[src/rtl/count_frame_serializer_pkg.sv]
// Shared types and constants for the count frame serializer.
package count_frame_serializer_pkg;

  // Frame transmit states
  typedef enum logic [2:0] {
    IDLE = 3'd0,
    HDR  = 3'd1,
    SEQ  = 3'd2,
    DATA = 3'd3,
    CHK  = 3'd4
  } frame_state_e;

  localparam logic [7:0] HEADER_DEFAULT = 8'hA5;

  localparam int unsigned NWORDS = 11;
  localparam int unsigned WORD_W = 4;

  // Word positions in the detector's flattened count bus
  localparam int unsigned WORD_CLK = 0;
  localparam int unsigned WORD_A   = 1;
  localparam int unsigned WORD_B   = 2;
  localparam int unsigned WORD_C   = 3;
  localparam int unsigned WORD_D   = 4;
  localparam int unsigned WORD_AB  = 5;
  localparam int unsigned WORD_AC  = 6;
  localparam int unsigned WORD_AD  = 7;
  localparam int unsigned WORD_BC  = 8;
  localparam int unsigned WORD_BD  = 9;
  localparam int unsigned WORD_CD  = 10;

  // Bytes needed to carry one count word
  function automatic int unsigned nbytes_for(input int unsigned nbits);
    return (nbits + 7) / 8;
  endfunction

endpackage

[src/rtl/count_snapshot_mux.sv]
// Snapshot registers for the 11 count words plus byte selection, MSB byte first.
module count_snapshot_mux
  import count_frame_serializer_pkg::*;
#(
  parameter int unsigned NBITS  = 4,
  parameter int unsigned NBYTES = 1,
  parameter int unsigned BSEL_W = 1
) (
  input  logic                    clk,
  input  logic                    rst_n,
  input  logic                    load,
  input  logic [NWORDS*NBITS-1:0] counts_in,
  input  logic [WORD_W-1:0]       word_sel,
  input  logic [BSEL_W-1:0]       byte_sel,
  output logic [7:0]              byte_c
);

  localparam int unsigned EXT_W = 8 * NBYTES;

  logic [NBITS-1:0] snap [NWORDS];
  logic [NBITS-1:0] sel_word;
  logic [EXT_W-1:0] ext;

  // Capture all count words together when a frame is started
  always_ff @(posedge clk) begin
    if (!rst_n) begin
      for (int i = 0; i < NWORDS; i++) snap[i] <= '0;
    end else if (load) begin
      for (int i = 0; i < NWORDS; i++) snap[i] <= counts_in[i*NBITS +: NBITS];
    end
  end

  // Pick the word, zero-extend it, then take the requested byte (index 0 = MSB)
  always_comb begin
    sel_word = '0;
    for (int i = 0; i < NWORDS; i++) begin
      if (word_sel == WORD_W'(i)) sel_word = snap[i];
    end
    ext    = EXT_W'(sel_word);
    byte_c = 8'(ext >> (8 * (int'(NBYTES) - 1 - int'(byte_sel))));
  end

endmodule

[src/rtl/count_frame_serializer.sv]
// Streams a snapshot of the detector counts as a checksummed byte frame.
module count_frame_serializer
  import count_frame_serializer_pkg::*;
#(
  parameter int unsigned NBITS    = 4,
  parameter logic [7:0]  HEADER   = HEADER_DEFAULT,
  parameter int unsigned OVF_BITS = 8
) (
  input  logic                    Clk,
  input  logic                    Rst_n,
  input  logic                    Enable,
  input  logic                    Window_Done,
  input  logic [NWORDS*NBITS-1:0] Counts_In,
  output logic [7:0]              Tx_Data,
  output logic                    Tx_Valid,
  input  logic                    Tx_Ready,
  output logic                    Busy,
  output logic [7:0]              Frame_Seq,
  output logic [OVF_BITS-1:0]     Overrun_Cnt
);

  localparam int unsigned NBYTES = nbytes_for(NBITS);
  localparam int unsigned BSEL_W = (NBYTES > 1) ? $clog2(NBYTES) : 1;

  frame_state_e         state, state_next;
  logic [WORD_W-1:0]    word_idx, word_next;
  logic [BSEL_W-1:0]    bsel, bsel_next;
  logic [7:0]           checksum, chk_next;
  logic [7:0]           data_next, seq_next, mux_byte;
  logic [OVF_BITS-1:0]  ovf_next;
  logic                 valid_next, busy_next;
  logic                 hs, start, load, last_byte, last_word;

  assign hs        = Tx_Valid & Tx_Ready;
  assign start     = Window_Done & Enable;
  // A new window is accepted when idle or exactly as the checksum byte leaves
  assign load      = start & ((state == IDLE) | ((state == CHK) & hs));
  assign last_byte = (bsel == BSEL_W'(NBYTES - 1));
  assign last_word = (word_idx == WORD_W'(WORD_CD));

  count_snapshot_mux #(
    .NBITS  (NBITS),
    .NBYTES (NBYTES),
    .BSEL_W (BSEL_W)
  ) u_snap (
    .clk       (Clk),
    .rst_n     (Rst_n),
    .load      (load),
    .counts_in (Counts_In),
    .word_sel  (word_next),
    .byte_sel  (bsel_next),
    .byte_c    (mux_byte)
  );

  // State, indices, checksum and registered outputs
  always_ff @(posedge Clk) begin
    if (!Rst_n) begin
      state       <= IDLE;
      word_idx    <= '0;
      bsel        <= '0;
      checksum    <= '0;
      Tx_Valid    <= 1'b0;
      Tx_Data     <= '0;
      Busy        <= 1'b0;
      Frame_Seq   <= '0;
      Overrun_Cnt <= '0;
    end else begin
      state       <= state_next;
      word_idx    <= word_next;
      bsel        <= bsel_next;
      checksum    <= chk_next;
      Tx_Valid    <= valid_next;
      Tx_Data     <= data_next;
      Busy        <= busy_next;
      Frame_Seq   <= seq_next;
      Overrun_Cnt <= ovf_next;
    end
  end

  // Next state and byte position; advances only on a handshake
  always_comb begin
    state_next = state;
    word_next  = word_idx;
    bsel_next  = bsel;
    case (state)
      IDLE: if (start) state_next = HDR;
      HDR:  if (hs) state_next = SEQ;
      SEQ: begin
        if (hs) begin
          state_next = DATA;
          word_next  = '0;
          bsel_next  = '0;
        end
      end
      DATA: begin
        if (hs) begin
          if (last_byte) begin
            bsel_next = '0;
            if (last_word) state_next = CHK;
            else           word_next  = word_idx + WORD_W'(1);
          end else begin
            bsel_next = bsel + BSEL_W'(1);
          end
        end
      end
      CHK:     if (hs) state_next = start ? HDR : IDLE;
      default: state_next = IDLE;
    endcase
  end

  // Next output byte, checksum, sequence and overrun count
  always_comb begin
    chk_next = checksum;
    seq_next = Frame_Seq;
    ovf_next = Overrun_Cnt;
    if (load)    chk_next = '0;
    else if (hs) chk_next = checksum ^ Tx_Data;
    if ((state == CHK) && hs) seq_next = Frame_Seq + 8'd1;
    if (start && !load && (state != IDLE) && (Overrun_Cnt != '1))
      ovf_next = Overrun_Cnt + OVF_BITS'(1);
    valid_next = (state_next != IDLE);
    busy_next  = (state_next != IDLE);
    case (state_next)
      HDR:     data_next = HEADER;
      SEQ:     data_next = Frame_Seq;
      DATA:    data_next = mux_byte;
      CHK:     data_next = chk_next;
      default: data_next = 8'h00;
    endcase
  end

endmodule

[config.mk]
export PLATFORM = sky130hd
export DESIGN_NAME = count_frame_serializer
export DESIGN_NICKNAME = d
export VERILOG_FILES = /design/src/rtl/count_frame_serializer_pkg.sv /design/src/rtl/count_snapshot_mux.sv /design/src/rtl/count_frame_serializer.sv
export SDC_FILE = /design/constraint.sdc
export NUM_CORES = 1
export LEC_CHECK = 0
export ABC_AREA = 1
export CAP_MARGIN = 0
export CORE_MARGIN = 2
export CORE_UTILIZATION = 25
export DETAILED_ROUTE_END_ITERATION = 16
export PLACE_DENSITY = 0.49
export SYNTH_ARGS = -nofsm -noshare
export SYNTH_HDL_FRONTEND = slang
export SYNTH_SLANG_ARGS = --single-unit
[constraint.sdc]
create_clock -name Clk -period 7.8 [get_ports Clk]
set_input_delay 0.78 -clock Clk [delete_from_list [all_inputs] [get_ports Clk]]
set_output_delay 0.78 -clock Clk [all_outputs]
set_load 0.1 [all_outputs]
==> results summary, run 1 <==
The critical hold path startpoint is Overrun_Cnt[6]. The arrival time reported for the critical path endpoint came out at 3.06 ns. For this run, the leading register cell type out of synthesis is edfxtp_1. The wire length of the first global-routing pass came out at 15,980 um. The async set-or-reset flop fraction in the synthesized netlist came out at 0%. The time the worst path needs with I/O delays and setup is 3.095 ns. Clock tree synthesis inserted a total of 9 buffers. The biggest fanout along the worst timing path came out at 49. The clock reaches the later pin of the worst-skew pair after 0.34 ns. The clock passes through at most 2 buffers. The routed via count is 3,390.

The detail route stage leaves a number of antenna-violating nets equal to 0. The number of antenna violations at the first check in global routing is 0. Headroom to the max-slew limit came out at 27.13%. In the final design database the tool counted 643 nets. The number of placed instances with taps included came out at 799. In the finished design, the share of the clock period the worst path needs comes to 39.68%. The number of endpoints failing setup at the final stage came out at 0.

Measured along the y axis, the die boundary spans 133.3 um. The routed via count divided by cell count came out at 4.160. 0 antenna diodes ended up in the layout. The half-perimeter wire length after placement is 7262 um.

The die is 133.3 um wide. The DRC violations left came out at 0. The library cell used most frequently in the layout, excluding fill and tap cells, is inv_1. The clock tree synthesis step divided the H-tree into 3 levels. Leaving out fill and tap cells, the most frequent cells in the layout are inv_1 (100), nand2_1 (84), nor2_1 (80), clkdlybuf4s50_1 (74), edfxtp_1 (44).

At the worst endpoint, the required time is 7.76 ns. The routed wire length is 9578 um. The worst-case register-to-register setup slack is 5.20 ns. After clock tree synthesis, the repair step resized 0 gates.

The hold path depth came out at 1. Once the floorplan was initialized, standard cells occupied 25.38% of the core. The post-CTS setup buffer count is 0.

The path category of the worst min-delay check is reg -> reg. The critical path endpoint category is a register. Max-cap violations in this run came to 0.

The total negative slack for setup checks is 0 ns. The endpoint identified for the worst register-to-register timing path is u_snap.snap[0][2]. Counting flops with a built-in enable in the synthesized netlist gives 44. Setup repair after global routing left no endpoint under its margin. The number of cell rows came out at 47. Walking the worst path, the cells encountered are clkdlybuf4s50_1 > nand2_4 > inv_1 > o21ai_2 > nor2_1 > inv_1 > nand2_2. Dividing total power by cell area gives a power density of 196.9 nW/um^2. The cell count after synthesis is 515. The clock transition at the register clock pins on the worst setup and hold paths after CTS is 0.06 ns. At the pin with the least slew margin, the transition time is 1.089 ns. The number of warning messages in the yosys log is 0.

The critical path's most frequent cell is inv_1. The number of hold buffers added after cts is 0. The root buffer cell chosen for the clock tree is clkbuf_16. The leakage power of the design came out at 2.288 nW.

The signed area change from the synthesized netlist to the final layout is 29.73%. The floorplan step defined a core boundary enclosing 16,470 um^2. Entering global routing, the biggest net connects 50 pins. Across every metal layer, demand over resource in global routing totals 11.39%. TritonCTS built the clock tree. The count of pins on the block boundary came out at 75.

The final-report hold violation count came out at 0. The category of the critical setup timing path is in -> reg. The flow ran to the end, and the final reports show no timing, DRC or antenna violations. The average cell area after synthesis came out at 8.115 um^2. In the final routed layout, each cell accounts on average for 11.75 um. The remaining global-route overflow came out at 0. The slowest stage of the critical path is the nand2_2 cell. The count of distinct cell types in the synthesized netlist is 39.

The cell area after synthesis came out at 4179 um^2. The worst setup path is launched from an input port. The maximum achievable frequency came out at 323.1 MHz. The sequential area share after synthesis came out at 51.26%. The flop and latch count out of synthesis is 85. For hold timing, the worst endpoint is Overrun_Cnt[6].

In this run, the number of DRC markers left after iteration 0 of detailed routing was 148. The share of post-route cells with drive strength above 1 is 7.731%. The largest stage delay on the critical path came out at 0.79 ns.

The worst clock skew on the final layout is 0.005792 ns. The first detailed-routing pass took 4 iterations. Measured in cells, the most critical reg-to-reg path has a length of 6. The final-report max-slew violation count came to 0.

Port buffering added 74 buffers. The number of global-route vias before repair is 3,424. For this design, the sink count on the clock tree is 85. At the end of routability-driven placement, the weighted congestion stood at 0.7865. The count of non-filler cells in the finished layout is 815. The full die area is 17,770 um^2. The worst voltage drop across the vdd grid is 97.82 uV. The net count of the mapped netlist is 568. In this run the critical register-to-register path is launched from Busy.
## logic make-up (layout without fill, tap and decap cells)
| kind of cell | count (synthesis) | after routing | share of synthesized area, % |
|---|---|---|---|
| AND/OR/NAND/NOR | 247 | 247 | 27.63 |
| AO/OA/AOI/OAI | 54 | 54 | 7.276 |
| flip-flops | 85 | 85 | 51.26 |
| adder cells (fa/ha/maj) | 4 | 4 | 1.198 |
| buffers and inverters | 117 | 197 | 10.96 |
| XOR/XNOR | 8 | 8 | 1.677 |
## layer usage
layer	track usage [%]	up-vias	part of all wire, %
li1	-	1780	-
met1	13.85	1523	47
met2	19.13	72	46
met3	2.740	15	4.3
met4	5.142	0	2.3
met5	0	-	0
## worst max-delay path, delay by kind of cell
kind	cells	cell delay, ns
buf+inv	3	1.01
simple gates	3	1.11
compound gates	1	0.10
## final cells by class
cell class	count	area [um^2]
fill	1754	11040
tap	220	275.3
inverter	106	397.9
sequential	85	2142
multi-input combinational	313	1582
clock buffer	9	225.2
timing repair buffer	75	748.2
clock inverter	7	51.30
## where the power goes
part | internal, W | switching (W) | leakage, nW | total [W]
logic | 0.0000510 | 0.000105 | 1.36 | 0.000156
clock network | 0.000216 | 0.000179 | 0.130 | 0.000395
registers | 0.000502 | 0.0000143 | 0.797 | 0.000516
## worst max path at each step
stage	start	to	slack (ns)	depth (start not counted)
floorplan	Busy	u_snap.snap[0][0]	4.59	7
global placement	Tx_Ready	u_snap.snap[0][0]	4.44	7
detailed placement	Tx_Ready	u_snap.snap[1][9]	4.34	7
CTS	Tx_Ready	u_snap.snap[0][12]	4.70	7
global route	Tx_Ready	u_snap.snap[0][6]	4.47	7
finish	Tx_Ready	u_snap.snap[0][2]	4.71	7
## flip-flops by register name, indices dropped and copies added (netlist names)
signal,cells
Busy,1
Frame_Seq,8
Overrun_Cnt,8
Tx_Data,8
bsel,1
checksum,8
state,3
u_snap.snap,44
word_idx,4
## synth_stat cells (4+ instances only)
library cell	instances	area, um^2
ha_1	4	50.05
nand4_1	9	56.30
o21ai_0	16	80.08
nand2_1	85	319.1
nand2_2	4	25.02
nor2_4	5	56.30
inv_1	100	375.4
inv_2	5	18.77
nor2_2	4	25.02
xnor2_1	5	43.79
edfxtp_1	44	1321
nor2_1	80	300.3
clkbuf_1	8	30.03
a21oi_1	25	125.1
nor3_1	9	45.04
nand3_1	35	175.2
dfxtp_1	41	820.8
nand2_4	6	67.56
## stage by stage
stage	hold slack (ns)	instance area (um^2)	utilization (%)	setup WS [ns]	power, W
final	0.4966	5421	32.93	4.705	0.001067
after global routing	0.5182	5421	32.93	4.465	0.001117
after detailed placement	0.4821	5145	31.25	4.337	0.0006838
after CTS	0.4991	5421	32.93	4.696	0.001082
after floorplan	0.4884	4179	-	4.595	0.0006266
after global placement	0.4638	5145	31.25	4.444	0.0006835
No activity file was read; power rests on OpenSTA's default activity.
==> run 2, diff against run 1 <==
==> constraint.sdc (replaced) <==
create_clock -name Clk -period 3.2 [get_ports Clk]
set_input_delay 0.32 -clock Clk [delete_from_list [all_inputs] [get_ports Clk]]
set_output_delay 0.32 -clock Clk [all_outputs]
set_load 0.1 [all_outputs]
==> run 2 against run 1 <==
  * Via count is 0.59% lower
  * Utilization up 0.21 points
  * Clock power rose to 2.6 times the previous value
  * Design area is 0.65% higher
  * Count of clock-buffer cells in the layout rose by 4
  * Sequential power rose by 140%
  * Cell count is 0.25% higher
  * Worst hold slack worse by 0.0038 ns
  * Clock skew grew 0.0014 ns
  * Non-clock buffer count increased by 2
  * Power rose to 2.5 times the previous value
  * Critical path depth increased by 9
==> results summary, run 2 (synthesis gave the netlist of run 1 again) <==
The count of cells along the worst register-to-register path is 16 (+10). The routed wire length was 9450 um (-1.3%). The DRC violations left is 0 (unchanged).

The power density over the cells is 492.1 nW/um^2 (+150%). The post-CTS setup buffer count is 0 (unchanged). TritonCTS built the clock tree.

The worst voltage drop across the vdd grid is 268.3 uV (+170%). The largest net degree at the start of global routing came out at 50 (unchanged). The height of the chip came out at 133.3 um (unchanged). The biggest fanout along the worst timing path is 13 (-73%). The routed via count divided by cell count came out at 4.125 (-0.83%).

The leakage power of the design was 2.335 nW (+2.0%). The clock sink count came out at 85 (unchanged). The source-to-sink clock delay at the later pin of the worst-skew pair is 0.35 ns (about the same).

The time the worst path needs with I/O delays and setup came out at 2.544 ns. The overall power is 0.002685 W (+150%). In this run the worst hold path is classified as reg -> reg.

The leading cell type in the layout, fill and taps excluded is inv_1. The half-perimeter wire length after placement is 7071 um (-2.6%). The count of pins on the block boundary is 75 (unchanged).

The number of antenna violations at the first check in global routing came out at 0 (unchanged). The clock transition at the register clock pins on the worst setup and hold paths after CTS is 0.06 ns (about the same). The remaining global-route overflow came out at 0 (unchanged). The final-report hold violation count came out at 0 (unchanged). The number of inserted diodes came out at 0 (unchanged). The largest stage delay on the critical path is 0.36 ns (-0.43 ns). The signed area change from the synthesized netlist to the final layout is 30.57%.

The number of endpoints failing setup at the final stage is 0 (unchanged). The arrival time reported for the critical path endpoint is 2.77 ns (-0.29 ns). The average wire per cell in the routed design is 11.57 um (-1.6%).

The worst register-to-register path ends at Tx_Data[3]. The maximum achievable frequency came out at 393.2 MHz. The critical path endpoint category is a register.

The aggregate global-route resource usage is 11.40% (+0.015 points). The most critical setup path has its startpoint at word_idx[0]. Leaving out fill and tap cells, the most frequent cells in the layout are inv_1 (100), nand2_1 (84), nor2_1 (80), clkdlybuf4s50_1 (68), edfxtp_1 (44). The post-route clock period utilization is 79.49%. Among all stages on the critical path, the largest delay is contributed by nor2_2. The CTS buffer count is 9 (unchanged).

The transition time at the pin with the least slew margin came out at 0.9932 ns (-0.09607 ns). Walking the worst path, the cells encountered are inv_1 > ha_1 > nand3_1 > nand2_1 > nand2_1 > nand2_1 > nand2_4 > nor2_2 > nand2_1 > or2_0 > nand2_1 > nand4_1 > nor2_1 > nand4_1 > nand2_1 > a21oi_1. The final net count came out at 645 (+0.31%). The top register by number of flip-flops is u_snap.snap. The post-detailed-route count of antenna-violating nets came out at 0 (unchanged).

The routability congestion estimate came out at 0.8302 (+5.6%). The flip-flop count of the largest register after layout is 44 (unchanged). The worst clock skew on the final layout was 0.007157 ns (+0.001365 ns). The number of buffers on the longest clock path came out at 2 (unchanged). The worst-case register-to-register setup slack is 0.66 ns (-4.54 ns). The maximum level of the CTS H-tree was 3 (unchanged). Counting stages on the worst path, the most repeated cell is nand2_1. In this run the critical register-to-register path is launched from word_idx[0].

The total negative slack for setup checks is 0 ns (unchanged). The routed via count came out at 3,370 (-0.59%). Setup repair after global routing left no endpoint under its margin. The number of hold buffers added after cts came out at 0 (unchanged). STA classifies the critical path startpoint as a register.

The flow ran to the end, and the final reports show no timing, DRC or antenna violations. Clock tree synthesis selected as its root buffer the cell clkbuf_16. The setup path with the least slack is of type reg -> reg.

The area of the core is 16,470 um^2 (unchanged). The number of global-route vias before repair came out at 3,396 (-0.82%). The normalized max-slew margin came out at 33.58% (+6.5 points). The number of optimization iterations in the first detailed-route pass is 5 (+1). The wire length of the first global-routing pass is 15,870 um (-0.69%).

The number of resized instances in the post-cts repair step was 0 (unchanged). The quantity of I/O buffers inserted on ports is 74 (unchanged). The most critical setup path has its endpoint at Tx_Data[3].

The width of the die is 133.3 um (unchanged). The full die area came out at 17,770 um^2 (unchanged). The effective utilization at floorplan is 25.38% (unchanged).

The endpoint required time on the critical path is 3.43 ns (-4.33 ns). The number of cell rows is 47 (unchanged). The share of post-route cells with drive strength above 1 is 8.878% (+1.1 points). The final-report max-slew violation count is 0 (unchanged).

The number of maximum-capacitance violations came to 0 (unchanged). The number of DRC violations after detailed-routing iteration 0 came out at 231 (+56%).
-- run 2: worst max-delay path, delay by kind of cell, from the launching register on --
kind | cells | cell delay (ns)
adders and majority gates | 1 | 0.18
buffers and inverters | 1 | 0.13
and+or+nand+nor | 13 | 1.71
AOI/OAI and AO/OA | 1 | 0.06
DFF | 1 | 0.35
-- run 2: layout make-up --
type,count,area [um^2]
Timing Repair Buffer,77,760.7
Multi-Input combinational cell,313,1582
Inverter,106,397.9
Clock inverter,3,16.27
Sequential cell,85,2142
Tap cell,220,275.3
Fill cell,1742,11010
Clock buffer,13,282.8
-- run 2: worst min-delay path by stage --
stage | startpoint | endpoint | slack, ns | cells after the start
after global routing | Frame_Seq[5] | Frame_Seq[6] | 0.52 | 2
after global placement | Overrun_Cnt[3] | Overrun_Cnt[3] | 0.46 | 1
after floorplan | checksum[3] | checksum[3] | 0.49 | 2
after detailed placement | Overrun_Cnt[3] | Overrun_Cnt[3] | 0.48 | 1
after CTS | Overrun_Cnt[6] | Overrun_Cnt[6] | 0.49 | 1
final | Overrun_Cnt[6] | Overrun_Cnt[6] | 0.49 | 1
-- run 2: metal layers --
metal	up-vias	wire [um]	global-route usage (%)	part of all wire [%]
met5	-	0	0	0
met4	0	249	6.324	2.6
met3	18	385	2.549	4.1
met2	75	4342	18.53	46
met1	1493	4473	14.04	47
li1	1784	-	-	-
-- run 2: report_power, final --
part / switching (W) / internal [W]
clock network: 0.000425 / 0.000619
logic: 0.000257 / 0.000128
registers: 0.0000344 / 0.00122
total: 0.000716 / 0.00197
-- run 2: metrics by stage --
stage	hold slack (ns)	cell area (um^2)	worst slack (ns)	utilization, %	std cells
3_5_place_dp	0.4798	5157	0.3349	31.32	801
5_1_grt	0.5241	5456	0.2396	33.14	817
2_1_floorplan	0.4884	4182	0.4453	-	515
4_1_cts	0.4922	5456	0.6532	33.14	817
3_3_place_gp	0.4644	5157	0.4118	31.32	801
6_report	0.4928	5456	0.6564	33.14	817
==> run 3, diff against run 2 <==
--- a/config.mk
+++ b/config.mk
@@ -10,7 +10,7 @@
 export CORE_MARGIN = 2
 export CORE_UTILIZATION = 25
 export DETAILED_ROUTE_END_ITERATION = 16
-export PLACE_DENSITY = 0.49
+export PLACE_DENSITY = 0.51
 export SYNTH_ARGS = -nofsm -noshare
 export SYNTH_HDL_FRONTEND = slang
 export SYNTH_SLANG_ARGS = --single-unit
==> constraint.sdc (replaced) <==
create_clock -name Clk -period 2.05 [get_ports Clk]
set_input_delay 0.205 -clock Clk [delete_from_list [all_inputs] [get_ports Clk]]
set_output_delay 0.205 -clock Clk [all_outputs]
set_load 0.1 [all_outputs]
==> run 3 against run 2 <==
  * Largest cell class unchanged
  * Sequential power increased by 56%
  * First-iteration DRC count is 25% higher
  * Clock power increased by 72%
  * Utilization rose by 4.2 points
  * Via count rose by 8.9%
  * Critical path type unchanged
==> results summary, run 3 (synthesis gave the netlist of run 1 again) <==
The largest individual stage delay along the critical path comes from the cell dfxtp_2. The final-report max-slew violation count came out at 0 (unchanged). The leakage power of the design is 2.725 nW (+17%). The worst setup path is launched from a register. The critical path is of the reg -> reg type. The largest net degree at the start of global routing is 41 (-18%).

The post-detailed-route count of antenna-violating nets is 0 (unchanged). The power dissipated by switching net loads is 0.001205 W (+68%). The DRC violations left came out at 0 (unchanged). The total non-filler cell area in the finished layout came out at 6142 um^2 (+13%). The number of cell rows came out at 47 (unchanged).

The run finished with clean final reports. The largest stage delay on the critical path came out at 0.34 ns (-0.02 ns). The cell sitting at the root of the clock tree is a clkbuf_16. The CTS buffer count is 9 (unchanged). The clock transition at the register clock pins on the worst setup and hold paths after CTS is 0.07 ns (about the same).

The area after detailed placement came to 5542 um^2 (+7.4%). The half-perimeter wire length after placement came to 7799 um (+10%). The post-route clock period utilization came out at 99.08% (+20 points).

Setup repair after global routing could not meet its margin everywhere. The number of optimization iterations in the first detailed-route pass came out at 4 (-1). The part of the power in the clock network came out at 40.3% (+1.4 points). The transition time at the pin with the least slew margin is 0.4151 ns (-0.5781 ns).

The quantity of I/O buffers inserted on ports came out at 74 (unchanged). Leaving out fill and tap cells, the most frequent cell in the layout is inv_1. The routed via count divided by cell count came out at 4.179 (+1.3%). The wire length of the first global-routing pass came out at 17,150 um (+8.1%). The logic gate share of total power came to 15.5% (+1.2 points). The worst hold path belongs to the class reg -> reg.

The total internal power came out at 0.003236 W (+64%). The number of inserted diodes is 0 (unchanged). The height of the chip came out at 133.3 um (unchanged).

The power share of the sequential group came out at 44.2% (-2.6 points). TritonCTS built the clock tree. The area of the core came out at 16,470 um^2 (unchanged).

The routed via count is 3,669 (+8.9%). The switching power share of the total came out at 27.14% (+0.46 points). The full die area came out at 17,770 um^2 (unchanged).

The width of the die came out at 133.3 um (unchanged). The arrival time reported for the critical path endpoint is 2.27 ns (-0.50 ns). The critical path goes through buf_4 > inv_1 > a21oi_4 > or2_4 > nand2_4 > buf_4 > nand3_2 > nor2_1 > o21bai_1 > nand3_1 > nand2_1 > nand3b_1 > nand2_1 > a21oi_2. The number of antenna violations at the first check in global routing is 0 (unchanged). The signed area change from the synthesized netlist to the final layout came out at 46.98%. The number of global-route vias before repair is 3,625 (+6.7%).

The normalized max-slew margin is 72.24% (+39 points). The routability congestion estimate is 0.8616 (+3.8%). The count of non-filler cells in the finished layout was 878 (+7.5%).

The biggest fanout along the worst timing path is 4 (-9). The clock sink count is 85 (unchanged). The top register by number of flip-flops is u_snap.snap. The average wire per cell in the routed design was 11.94 um (+3.2%). The number of DRC violations after detailed-routing iteration 0 is 288 (+25%). The aggregate global-route resource usage is 12.19% (+0.78 points). The time the worst path needs with I/O delays and setup came out at 2.031 ns (-0.5124 ns). The endpoint required time on the critical path came to 2.29 ns (-1.14 ns). The final-report hold violation count is 0 (unchanged). The worst clock skew on the final layout is 0.007739 ns (+0.0005812 ns). The share of post-route cells with drive strength above 1 is 27.66% (+19 points). The power density over the cells is 722.9 nW/um^2 (+47%).

The source-to-sink clock delay at the later pin of the worst-skew pair came out at 0.35 ns (about the same). The number of placed instances with taps included is 853 (+6.5%). The maximum achievable frequency is 492.3 MHz (+25%).

The count of pins on the block boundary is 75 (unchanged). The number of maximum-capacitance violations came out at 0 (unchanged). The remaining global-route overflow is 0 (unchanged). The number of buffers on the longest clock path came to 2 (unchanged). The flip-flop count of the largest register after layout came out at 44 (unchanged). The worst voltage drop across the vdd grid is 398.6 uV (+49%). The final net count came out at 706 (+9.5%). In the layout the commonest cells are inv_1 (98), buf_4 (83), nor2_1 (77), nand2_1 (75), clkdlybuf4s50_1 (47). The critical path endpoint category is a register.

The effective utilization at floorplan was 25.38% (unchanged). The routed wire length came to 10,480 um (+11%). The maximum level of the CTS H-tree is 3 (unchanged). The number of endpoints failing setup at the final stage came out at 0 (unchanged).
## run 3: metrics by stage
step | total power [W] | utilization [%] | hold WS, ns | setup slack [ns] | TNS, ns
after floorplan | 0.002386 | - | 0.3776 | 0.0009275 | 0
after CTS | 0.004469 | 36.53 | 0.4637 | -0.001861 | -0.001861
final | 0.004440 | 37.30 | 0.4663 | 0.01884 | 0
after detailed placement | 0.002663 | 33.66 | 0.4513 | -0.4251 | -4.150
after global routing | 0.004616 | 37.30 | 0.4786 | -0.2033 | -0.7058
after global placement | 0.002658 | 33.66 | 0.4473 | -0.3845 | -4.222
## run 3: area by class of cell
class | count | area, um^2
fillers | 1683 | 10320
inverters | 106 | 407.9
clock inverters | 7 | 98.84
clock buffers | 9 | 225.2
well taps | 220 | 275.3
multi-input cells | 313 | 1760
flip-flops and latches | 85 | 2167
repair buffers | 138 | 1207
## run 3: repair_timing
action                     in CTS  in global routing
cloned                          0                  1
pin swaps                      13                 28
setup endpoints to repair       6                  6
buffers inserted                7                  1
gates resized for setup        28                 30
hold buffers                    0                  0
## run 3: worst paths after layout
kind | from | endpoint | slack (ns) | cells after the start
min reg2reg | Overrun_Cnt[3] | Overrun_Cnt[3] | 0.47 | 1
min | Overrun_Cnt[3] | Overrun_Cnt[3] | 0.47 | 1
max reg2reg | state[0] | Tx_Data[1] | 0.02 | 14
max | state[0] | Tx_Data[1] | 0.02 | 14
## run 3: power groups by stage
stage | clock, W | combinational [W] | sequential [W]
3_3_place_gp | 0 | 0.000655 | 0.00200
5_1_grt | 0.00190 | 0.000745 | 0.00197
3_5_place_dp | 0 | 0.000662 | 0.00200
2_1_floorplan | 0 | 0.000254 | 0.00213
6_report | 0.00179 | 0.000688 | 0.00196
4_1_cts | 0.00183 | 0.000670 | 0.00196
## run 3: per-layer routing
metal | GRT usage, % | up-vias | part of all wire [%]
met3 | 3.044 | 16 | 4.0
li1 | - | 1907 | -
met4 | 5.260 | 0 | 2.0
met5 | 0 | - | 0
met1 | 14.76 | 1659 | 45
met2 | 20.59 | 87 | 49
## run 3: worst max-delay path: cells and delay by family (launching register included)
family                 cells  cell delay, ns
AOI/OAI and AO/OA          3            0.26
and+or+nand+nor            8            0.90
buffers and inverters      3            0.41
DFF                        1            0.34
